==> src/rtl/gate_pkg.sv <==
// Shared definitions for the pipelined reduction gate: op encoding,
// base reduction functions and the elaboration helpers that size the tree.
package gate_pkg;

    localparam logic [2:0] OP_AND  = 3'd0;
    localparam logic [2:0] OP_OR   = 3'd1;
    localparam logic [2:0] OP_XOR  = 3'd2;
    localparam logic [2:0] OP_NAND = 3'd3;
    localparam logic [2:0] OP_NOR  = 3'd4;
    localparam logic [2:0] OP_XNOR = 3'd5;

    typedef enum logic [1:0] {FN_AND, FN_OR, FN_XOR} fn_e;

    typedef struct packed {
        fn_e  fn;
        logic inv;
    } op_t;

    // Pad bit that leaves the reduction unchanged.
    function automatic logic identity(fn_e fn);
        return (fn == FN_AND);
    endfunction

    function automatic int clog_base(int n, int g);
        int l;
        int span;
        l    = 0;
        span = 1;
        while (span < n) begin
            span = span * g;
            l++;
        end
        return l;
    endfunction

    function automatic int ipow(int g, int e);
        int r;
        r = 1;
        for (int i = 0; i < e; i++) r = r * g;
        return r;
    endfunction

    // Bit offset of tree stage k in the flat bus holding every stage,
    // widest (padded input) first down to the single result bit.
    function automatic int tree_off(int g, int lvl, int k);
        int o;
        o = 0;
        for (int j = 0; j < k; j++) o = o + ipow(g, lvl - j);
        return o;
    endfunction

endpackage

==> src/rtl/reduce_level.sv <==
// One registered level of the reduction tree: each GROUP-bit slice is reduced
// to one bit and held with its valid bit until the next level can take it.
module reduce_level
    import gate_pkg::*;
#(
    parameter int GROUP = 4,
    parameter int W_IN  = 16
) (
    input  logic                  clk,
    input  logic                  rst_n,
    input  logic                  in_valid,
    input  logic [W_IN-1:0]       in_data,
    input  fn_e                   in_fn,
    input  logic                  in_inv,
    output logic                  load,
    input  logic                  nxt_load,
    output logic                  out_valid,
    output logic [W_IN/GROUP-1:0] out_data
);

    localparam int W_OUT = W_IN / GROUP;

    logic [W_OUT-1:0] red;

    // Empty slot or a consumer that drains this cycle: safe to overwrite.
    assign load = !out_valid || nxt_load;

    always_comb begin
        red = '0;
        for (int i = 0; i < W_OUT; i++) begin
            case (in_fn)
                FN_OR:   red[i] = |in_data[i*GROUP +: GROUP];
                FN_XOR:  red[i] = ^in_data[i*GROUP +: GROUP];
                default: red[i] = &in_data[i*GROUP +: GROUP];
            endcase
        end
    end

    always_ff @(posedge clk) begin
        if (!rst_n) begin
            out_valid <= 1'b0;
            out_data  <= '0;
        end else if (load) begin
            out_valid <= in_valid;
            if (in_valid) out_data <= red ^ {W_OUT{in_inv}};
        end
    end

endmodule

==> src/rtl/reduce_gate_pipe.sv <==
// Pipelined N_IN-bit reduction (AND/OR/XOR and inverses) with valid/ready flow,
// sticky reserved-op flag and a saturating count of high results.
module reduce_gate_pipe
    import gate_pkg::*;
#(
    parameter int N_IN  = 8,
    parameter int GROUP = 4,
    parameter int CNT_W = 16
) (
    input  logic             clk,
    input  logic             rst_n,
    input  logic             in_valid,
    output logic             in_ready,
    input  logic [N_IN-1:0]  in_data,
    input  logic [2:0]       in_op,
    output logic             out_valid,
    input  logic             out_ready,
    output logic             out_y,
    output logic             op_err,
    output logic [CNT_W-1:0] hi_cnt,
    input  logic             cnt_clr
);

    localparam int LVL = clog_base(N_IN, GROUP);
    localparam int PW  = ipow(GROUP, LVL);
    localparam int TW  = tree_off(GROUP, LVL, LVL + 1);

    logic [TW-1:0]       tree;
    logic [LVL:0]        vld_pipe;
    logic [LVL:0]        ld;
    op_t  [LVL-1:0]      op_pipe;
    op_t                 in_dec;
    logic                rsv_op;
    logic [PW-1:0]       pad;
    logic                xfer_hi;

    always_comb begin
        in_dec.fn  = FN_AND;
        in_dec.inv = 1'b0;
        rsv_op     = 1'b0;
        case (in_op)
            OP_AND:  in_dec.fn = FN_AND;
            OP_OR:   in_dec.fn = FN_OR;
            OP_XOR:  in_dec.fn = FN_XOR;
            OP_NAND: in_dec.inv = 1'b1;
            OP_NOR: begin
                in_dec.fn  = FN_OR;
                in_dec.inv = 1'b1;
            end
            OP_XNOR: begin
                in_dec.fn  = FN_XOR;
                in_dec.inv = 1'b1;
            end
            default: rsv_op = 1'b1;
        endcase
        pad            = {PW{identity(in_dec.fn)}};
        pad[N_IN-1:0]  = in_data;
    end

    assign tree[PW-1:0] = pad;
    assign vld_pipe[0]  = in_valid;
    assign op_pipe[0]   = in_dec;
    assign ld[LVL]      = out_ready;
    assign in_ready     = ld[0];

    for (genvar k = 0; k < LVL; k++) begin : g_lvl
        localparam int  OI   = tree_off(GROUP, LVL, k);
        localparam int  WI   = ipow(GROUP, LVL - k);
        localparam int  OO   = OI + WI;
        localparam int  WO   = WI / GROUP;
        localparam bit  LAST = (k == LVL - 1);

        // Inversion is applied once, as the final level registers its bit.
        reduce_level #(
            .GROUP (GROUP),
            .W_IN  (WI)
        ) u_lvl (
            .clk       (clk),
            .rst_n     (rst_n),
            .in_valid  (vld_pipe[k]),
            .in_data   (tree[OI +: WI]),
            .in_fn     (op_pipe[k].fn),
            .in_inv    (LAST ? op_pipe[k].inv : 1'b0),
            .load      (ld[k]),
            .nxt_load  (ld[k+1]),
            .out_valid (vld_pipe[k+1]),
            .out_data  (tree[OO +: WO])
        );

        if (!LAST) begin : g_op
            op_t op_q;
            always_ff @(posedge clk) begin
                if (ld[k] && vld_pipe[k]) op_q <= op_pipe[k];
            end
            assign op_pipe[k+1] = op_q;
        end
    end

    assign out_valid = vld_pipe[LVL];
    assign out_y     = tree[TW-1];
    assign xfer_hi   = out_valid && out_ready && out_y;

    always_ff @(posedge clk) begin
        if (!rst_n) begin
            hi_cnt <= '0;
            op_err <= 1'b0;
        end else begin
            if (cnt_clr)
                hi_cnt <= '0;
            else if (xfer_hi && (hi_cnt != {CNT_W{1'b1}}))
                hi_cnt <= hi_cnt + 1'b1;
            if (in_valid && in_ready && rsv_op)
                op_err <= 1'b1;
            else if (cnt_clr)
                op_err <= 1'b0;
        end
    end

endmodule

==> config.mk <==
export PLATFORM = sky130hd
export DESIGN_NAME = reduce_gate_pipe
export DESIGN_NICKNAME = d
export VERILOG_FILES = /design/src/rtl/gate_pkg.sv /design/src/rtl/reduce_level.sv /design/src/rtl/reduce_gate_pipe.sv
export SDC_FILE = /design/constraint.sdc
export NUM_CORES = 1
export LEC_CHECK = 0
export ABC_AREA = 1
export CORE_UTILIZATION = 29
export DETAILED_ROUTE_END_ITERATION = 8
export PLACE_DENSITY_LB_ADDON = 0.2
export SLEW_MARGIN = 20
export SYNTH_ARGS = -nofsm -noshare
export SYNTH_HDL_FRONTEND = slang
export SYNTH_HIERARCHICAL = 1
export SYNTH_SLANG_ARGS = --single-unit
==> constraint.sdc <==
create_clock -name clk -period 2.96 [get_ports clk]
set_input_delay 0.74 -clock clk [delete_from_list [all_inputs] [get_ports clk]]
set_output_delay 0.74 -clock clk [all_outputs]
set_load 0.05 [all_outputs]
==> impl_metrics.ini <==
[clock_network]
clock-sinks = 27
clkTransAtPathRegs_ns = 0.09
ctsHoldBuffers = 0
htreeDepth = 1
cts_resized = 0
root_buffer = clkbuf_8
cts_tree = yes
clock_latency_ns = 0.28
clk_path_buf_depth = 2
cts_buffers = 3
post_cts_buffers = 0

[floorplanning]
dieHeight_um = 87.11
core_area_mm2 = 0.006907
rows = 30
dieArea_mm2 = 0.007588
io_pins = 36
die_x_um = 87.11
start_util_pct = 30.42

[placement]
pre_cts_ws_ns = 0.05225
io_buffers = 35
hpwl_um = 3405
gp_congestion = 0.7570

[routing]
wl_um = 4278
dr_total_vias = 1973
wl_per_cell_um = 9.260
drt_iter0_markers = 48
post-route-drc-count = 0
dr.pass1.iters = 4
ant_nets = 0
vias_per_cell = 4.271

[yosys]
ys_seq_elements = 27
synth_cell_types = 27
syn_inst = 322
synth_warnings = 6
ys_seq_area_share_pct = 27.16
syn_area_mm2 = 0.002101
synth.avg_cell_area_um2 = 6.524

[grt]
grt_util_met1_pct = 15.98
grt_pass1_vias = 1675
met2_usage_pct = 19.76
grt_start_max_net_pins = 18
use_met3_pct = 1.517
overflow = 0
grt_pass1_wl_um = 7258
antenna_found_initial = 0
busiest_layer = met2
grtUsageTotal_pct = 11.87

[critical_path]
timing.rr.end = hi_cnt[8]
crit_fanout = 9
critPathLaunchType = input pin
r2r-start = hi_cnt[0]
cp.arrival_ns = 2.83
crit_type = in -> reg
rrSetupSlack_ns = 1.32
rr_worst_depth = 7
required_ns = 3.18
setup.worst_path.start = in_op[2]
cp-end-kind = flop

[sta]
skew_ns = 0.009836
period_share_pct = 88.01
maxSlewViolCount = 0
period_minus_slack_ns = 2.605
rsz0062_at_grt = false
setup_viol = 0
tns_ns = 0
timing.fmax_mhz = 383.8
hold_viol = 0
worst_slack_ns = 0.3548

[min_path]
hold_start = op_err
hold_class = reg -> reg
min_path_cells = 1
min_to = op_err

[final_layout]
nets = 408
n_fill_cell = 768
drive_gt1_share_pct = 9.016
syn_to_final_growth_pct = 25.85
n_antenna_cell = 0

[power]
p_leak_uw = 0.001197
power_density_mw_per_mm2 = 309.4
ir_drop_v = 0.0001360
p_total_uw = 818.0

[outcome]
outcome = finished clean

[run]
drv_cap = 0
## synth_stat cells, drive strengths merged
cell | n | area (um2)
conb | 1 | 3.750
ha | 25 | 312.8
nand3 | 32 | 192.7
nand4 | 1 | 6.260
buf | 3 | 27.52
nor3 | 1 | 5.000
o21ai | 5 | 36.29
dfxtp | 24 | 480.5
nor2 | 54 | 215.2
nand2 | 86 | 332.8
inv | 58 | 220.2
a32o | 1 | 10.01
edfxtp | 3 | 90.09
and3 | 1 | 6.260
or2 | 1 | 6.260
nand3b | 1 | 7.510
a21oi | 25 | 147.6
## cells in the final DEF (no fill, tap or decap), types with 2 or more instances in the layout
cell	instances
nand2_1	82
inv_1	55
nor2_1	51
clkdlybuf4s50_1	34
nand3_1	27
ha_1	25
dfxtp_1	24
a21oi_1	19
a21oi_2	6
conb_1	5
nand3_2	4
nand2_2	4
buf_4	4
clkbuf_8	3
edfxtp_1	3
o21ai_2	3
nor2_2	2
inv_2	2
o21ai_0	2
## per-stage QoR
| stage | hold slack (ns) | util, % | area [um2] | std cells |
|---|---|---|---|---|
| after global placement | 0.4703 | 37.63 | 2599 | 458 |
| after global routing | 0.5470 | 38.28 | 2644 | 462 |
| final | 0.5021 | 38.28 | 2644 | 462 |
| after detailed placement | 0.4749 | 37.63 | 2599 | 458 |
| after floorplan | 0.4727 | - | 2116 | 326 |
| after CTS | 0.5001 | 38.28 | 2644 | 462 |
## final cells by class
class,instances,area (um2),share of cell area (%)
clock buffers,4,45.04,1.704
inverters,58,220.2,8.329
multi-input cells,238,1297,49.08
flip-flops and latches,27,570.5,21.58
well taps,96,120.1,4.543
repair buffers,39,390.4,14.77
## worst max-delay path, stage by stage
cell,delay [ns]
clkdlybuf4s50_1,0.45
a21oi_1,0.21
a21oi_1,0.08
or2_2,0.27
inv_1,0.20
inv_1,0.07
ha_1,0.30
nand2_1,0.07
nand2_1,0.06
o21ai_2,0.13
nand3_1,0.08
nand3_1,0.08
nand2_1,0.05
inv_1,0.04
## registers in the layout, indices dropped and copies added (netlist names)
signal,count
hi_cnt,16
g_lvl.u_lvl/out_data,5
op_err,1
g_lvl.u_lvl/out_valid,2
g_lvl.g_op.op_q,3
## power by group
| group | switching, uW | internal [uW] |
|---|---|---|
| sequential | 8.93 | 382 |
| combinational | 120 | 91.1 |
| clock | 119 | 96.6 |
| total | 248 | 570 |
## cells by family after synthesis
| family | share of synthesized area, % |
|---|---|
| AOI/OAI and AO/OA | 9.232 |
| adders and majority gates | 14.89 |
| buffers and inverters | 11.79 |
| DFF | 27.16 |
| other | 0.1785 |
| and+or+nand+nor | 36.75 |
## worst max path at each step
stage                                       endpoint  slack [ns]  depth (start not counted)
after floorplan           g_lvl[0].u_lvl/out_data[2]        0.53                         12
after global placement    g_lvl[0].u_lvl/out_data[3]        0.15                         14
after detailed placement  g_lvl[0].u_lvl/out_data[2]        0.05                         13
after CTS                 g_lvl[0].u_lvl/out_data[2]        0.35                         14
after global routing      g_lvl[0].u_lvl/out_data[3]        0.11                         14
final                     g_lvl[0].u_lvl/out_data[2]        0.35                         14
## metal layers
layer  vias to the layer above  wire [um]  share of wire, %
li1                       1082          -                 -
met1                       862       2209                52
met2                        24       1902                44
met3                         5        115               2.7
met4                         0         51               1.2
met5                         -          0                 0
Power figures use the tool's default switching activity.
